## src/rtl/alu_issue_queue.sv

```systemverilog
// Command FIFO in front of the 4-bit combinational ALU. It holds each ALU answer in a
// result register that is handed downstream over a valid/ready handshake.
module alu_issue_queue #(
  parameter int DEPTH = 4,
  parameter int DW    = 4,
  parameter int CW    = 2,
  parameter int PW    = 2
) (
  input  logic          clk,
  input  logic          rst_n,
  input  logic          cmd_valid,
  output logic          cmd_ready,
  input  logic [DW-1:0] cmd_a,
  input  logic [DW-1:0] cmd_b,
  input  logic [CW-1:0] cmd_c,
  input  logic [1:0]    cmd_op,
  output logic [DW-1:0] alu_inA,
  output logic [DW-1:0] alu_inB,
  output logic [CW-1:0] alu_inC,
  output logic [1:0]    alu_op,
  input  logic [DW-1:0] alu_ans,
  output logic          res_valid,
  input  logic          res_ready,
  output logic [DW-1:0] res_data,
  output logic [1:0]    res_op,
  output logic          res_zero,
  output logic [PW:0]   count
);

  typedef struct packed {
    logic [DW-1:0] a;
    logic [DW-1:0] b;
    logic [CW-1:0] c;
    logic [1:0]    op;
  } cmdEntry_t;

  localparam logic [PW:0] fullCount = (PW+1)'(DEPTH);

  cmdEntry_t       mem [DEPTH];
  cmdEntry_t       head;
  logic [PW-1:0]   wrPtr;
  logic [PW-1:0]   rdPtr;
  logic            push;
  logic            issue;
  logic            notEmpty;

  assign notEmpty  = (count != '0);
  assign cmd_ready = (count != fullCount);
  assign push      = cmd_valid & cmd_ready;
  assign issue     = notEmpty & (~res_valid | res_ready);
  assign head      = mem[rdPtr];
  assign res_zero  = (res_data == '0);

  // The ALU sees all zeros when nothing is queued, so it never computes on a stale slot.
  always_comb begin
    alu_inA = '0;
    alu_inB = '0;
    alu_inC = '0;
    alu_op  = '0;
    if (notEmpty) begin
      alu_inA = head.a;
      alu_inB = head.b;
      alu_inC = head.c;
      alu_op  = head.op;
    end
  end

  always_ff @(posedge clk) begin
    if (push) begin
      mem[wrPtr] <= '{a: cmd_a, b: cmd_b, c: cmd_c, op: cmd_op};
    end
  end

  // Full and empty come from the occupancy count. Pointer equality is never used for this.
  always_ff @(posedge clk or negedge rst_n) begin
    if (!rst_n) begin
      wrPtr <= '0;
      rdPtr <= '0;
      count <= '0;
    end else begin
      if (push) begin
        wrPtr <= wrPtr + 1'b1;
      end
      if (issue) begin
        rdPtr <= rdPtr + 1'b1;
      end
      case ({push, issue})
        2'b10:   count <= count + 1'b1;
        2'b01:   count <= count - 1'b1;
        default: count <= count;
      endcase
    end
  end

  always_ff @(posedge clk or negedge rst_n) begin
    if (!rst_n) begin
      res_valid <= 1'b0;
      res_data  <= '0;
      res_op    <= '0;
    end else if (issue) begin
      res_valid <= 1'b1;
      res_data  <= alu_ans;
      res_op    <= head.op;
    end else if (res_valid && res_ready) begin
      res_valid <= 1'b0;
    end
  end

endmodule

```

## config.mk

```make
export PLATFORM = sky130hd
export DESIGN_NAME = alu_issue_queue
export DESIGN_NICKNAME = d
export VERILOG_FILES = /design/src/rtl/alu_issue_queue.sv
export SDC_FILE = /design/constraint.sdc
export NUM_CORES = 1
export LEC_CHECK = 0
export ABC_CLOCK_PERIOD_IN_PS = 2500
export CAP_MARGIN = 15
export CORE_MARGIN = 10
export CORE_UTILIZATION = 55
export DETAILED_ROUTE_END_ITERATION = 8
export DONT_BUFFER_PORTS = 1
export GPL_TIMING_DRIVEN = 0
export PLACE_DENSITY = 0.77
export SYNTH_ARGS = -nofsm -noshare
export SYNTH_HDL_FRONTEND = slang
export SYNTH_SLANG_ARGS = --single-unit
```

## constraint.sdc

```tcl
create_clock -name clk -period 2.5 [get_ports clk]
set_input_delay 0.5 -clock clk [delete_from_list [all_inputs] [get_ports clk]]
set_output_delay 0.5 -clock clk [all_outputs]
set_load 0.02 [all_outputs]
```

==> implementation parameters <==
Parameter                              Value

Floorplanning
  Core ar. ... around 4400 um^2
  I/O pin cnt ... 44
  Starting utilization of the core area ... a little under three fifths
  Die Y ... slightly below 90 um
  X dimension of the die ... just under 90 um
  DIE AREA ... ~7700 um^2
  Placement Rows ... 24

Cells and area
  Multi-input gate area in the final layout ... 666 um^2
  Growth of design area from synthesis to finish ... 8.87%
  Number of fill cells ... roughly 320
  Sequential cell area ... 1800 um^2
  Final net count ... 168
  Fraction of layout instances using a drive strength above 1 ... between 20 and 30%
  Diode insertion count for antenna repair ... 0

Synthesis
  Synthesized instance count ... 130
  Library cell with the largest summed area after synthesis ... edfxtp_1
  Ys async rst share ... a little under a quarter
  Synth top area share ... about 57%
  Flop and latch count out of synthesis ... 62
  Most frequent cell after synthesis ... edfxtp_1
  Mapped Avg Cell Area ... 19.3 um^2
  Cell area after technology mapping ... 2510 um^2
  Leading cell types by total area after synthesis ... edfxtp_1 57%, dfrtp_1 14%, mux4_2 11%, nor2b_1 3.2%, ha_1 2.5%
  Most frequent cells after synthesis ... 48 x edfxtp_1, 14 x dfrtp_1, 13 x nor2b_1
  Most frequently used flop master after synthesis ... edfxtp_1
  Post-synth net total ... 156
  Yosys cell types ... 26
  Yosys synthesis warning count ... 0
  Post-synth EDFFs ... 48
  Sequential cell area fraction in the yosys report ... 71.4%

Job
  MaxCap Viol Count ... 0

Critical path
  FF-to-FF setup slack ... 160 ps
  R2r worst-path depth ... 9
  Highest net fanout along the worst path ... 6
  CP Data Required Time ... 2740 ps
  Worst endpoint data arrival time ... 2570 ps
  Critical Path Sink Type ... flop
  Critical setup path kind ... flop to flop
  Setup crit start kind ... flop
  Endpoint of the worst register-to-register path ... count[2]
  Reg2Reg Launch Point ... count[0]

Timing
  Part of the cycle the worst path needs ... 93.5%
  Upper clock frequency limit ... 428 MHz
  Final setup violation count ... 0
  Tightest slew margin relative to the limit ... 29.0%
  Final setup TNS ... 0 ps
  Number of slew-limit violations in the final report ... 0
  Final hold violation count ... 0
  Worst Tran Pin Value ... 1060 ps
  RSZ-0062 raised after global routing ... false
  Fin Clk Skew ... 6.51 ps
  Crit path time final ... 2340 ps
  Hold Slack ... 271 ps

Placed design
  Port-buffer cells ... 0
  Detailed-placement wirelength estimate ... 3.23 mm
  Placer Congestion ... 0.685

Power
  Worst supply voltage drop on vdd ... 0.594 mV
  Pwr/cell area ... around 1300 nW/um^2
  Leakage power ... roughly 0.99 nW

Min path
  Sink of the worst hold path ... mem[0][1]
  Worst Hold Class ... input pin to flop
  Cell count of the worst hold path ... 0
  Startpoint of the lowest-slack hold path ... cmd_op[1]

Routing
  Initial DRC count ... 90
  Residual antenna-violating net count after detailed routing ... 0
  Total via count after detailed routing ... around 1200
  Drt total wl ... 4.53 mm
  Routed via count divided by cell count ... between 5 and 6
  Detailed-route wire length per cell ... 23.0 um
  Drt first pass iters ... 4
  DRC ... 0

Clock tree
  Clock latency on the worst-skew pair ... roughly 320 ps
  TritonCTS clock tree ... yes
  Maximum number of buffers from clock root to sink ... 2
  Number of CTS-inserted buffers ... 9
  Clock sink count ... 62
  H-tree levels ... 3
  Root buffer selected by CTS ... clkbuf_8
  Post CTS Setup Buffer Count ... 0
  Clock slew at the register clock pins of the worst setup and hold paths ... 60 ps

GRT
  Pin count of the biggest net entering global routing ... 15
  GRT Total Usage ... 12.5%
  GRT overflow ... 0
  Global-route wire length before repair ... ~7.1 mm
  Initial antenna violation count ... 0
  Vias in the first global route ... 1307

Run status
  Outcome ... finished clean
## flip-flops by register name (all words and copies together) (netlist names)
| signal | count |
|---|---|
| rdPtr | 2 |
| count | 3 |
| wrPtr | 2 |
| res_data | 4 |
| res_op | 2 |
| mem | 48 |
| res_valid | 1 |
## cell families after synthesis
kind of cell	share of synthesized area, %
flip-flops	71.4
AND/OR/NAND/NOR	6.68
multiplexers	14.5
buffers and inverters	2.09
XOR/XNOR	2.09
adder cells (fa/ha/maj)	3.29
## through the flow
stage	total power [W]	std cells	setup slack, ps	utilization [%]	cell area (um^2)
6_report	0.00350	197	164	62.3	2730
5_1_grt	0.00370	197	12.5	62.3	2730
4_1_cts	0.00355	197	81.6	62.2	2730
3_5_place_dp	0.00289	182	105	58.7	2570
3_3_place_gp	0.00282	182	167	58.7	2570
2_1_floorplan	0.00261	130	259	-	2510
## routing by layer
layer	vias to the layer above	routed length [um]	GRT usage [%]
li1	513	-	-
met1	617	1630	12.9
met2	36	2510	21.0
met3	4	343	5.66
met4	0	46	6.38
met5	-	0	0
## layout by cell type, fill, tap and decap left out, drive strengths merged
cell / n
buf: 4
xor2: 4
edfxtp: 48
dfrtp: 14
fa: 1
nor2: 1
mux2i: 1
nand2: 1
clkinv: 5
nor3: 1
mux2: 7
dlygate4sd3: 1
inv: 6
mux4: 12
and2: 1
clkbuf: 10
xnor2: 2
nand2b: 1
and3b: 1
and3: 4
nor4: 1
or3b: 1
ha: 5
nor2b: 13
## timing repair
item | CTS | global route
endpoints found under the hold margin | 14 | 0
hold buffers | 1 | 0
gates resized for setup | 1 | 3
setup endpoints to repair | 9 | 1
## critical path: stages (launching register included)
cell     delay, ps
dfrtp_2        490
or3b_4         490
and2_4         210
inv_1           60
ha_1           180
inv_1           60
fa_1           370
xor2_1         150
nor2_1         110
xor2_1         140
## where the power goes
group | internal, W | leakage (nW) | switching, W
Clock | 0.000331 | 0.0725 | 0.000326
Combinational | 0.000494 | 0.317 | 0.000700
Sequential | 0.00140 | 0.597 | 0.000241
Total | 0.00223 | 0.987 | 0.00127
## worst max-delay path by stage
| stage | startpoint | endpoint | depth (start not counted) | slack [ps] |
|---|---|---|---|---|
| final | count[0] | count[2] | 9 | 160 |
| after global routing | count[0] | count[2] | 9 | 10 |
| after CTS | count[2] | count[2] | 9 | 80 |
| after detailed placement | count[2] | count[2] | 9 | 110 |
| after global placement | count[2] | count[2] | 9 | 170 |
| after floorplan | count[0] | count[2] | 9 | 260 |
## area by class of cell
| type | count | share of cell area (%) |
|---|---|---|
| flip-flops and latches | 62 | 65.7 |
| plain buffers | 5 | 1.14 |
| clock inverters | 5 | 0.687 |
| well taps | 52 | 2.38 |
| clock buffers | 9 | 4.53 |
| inverters | 6 | 0.824 |
| multi-input cells | 57 | 24.4 |
| repair buffers | 1 | 0.366 |
(Power assumes the default switching activity.)
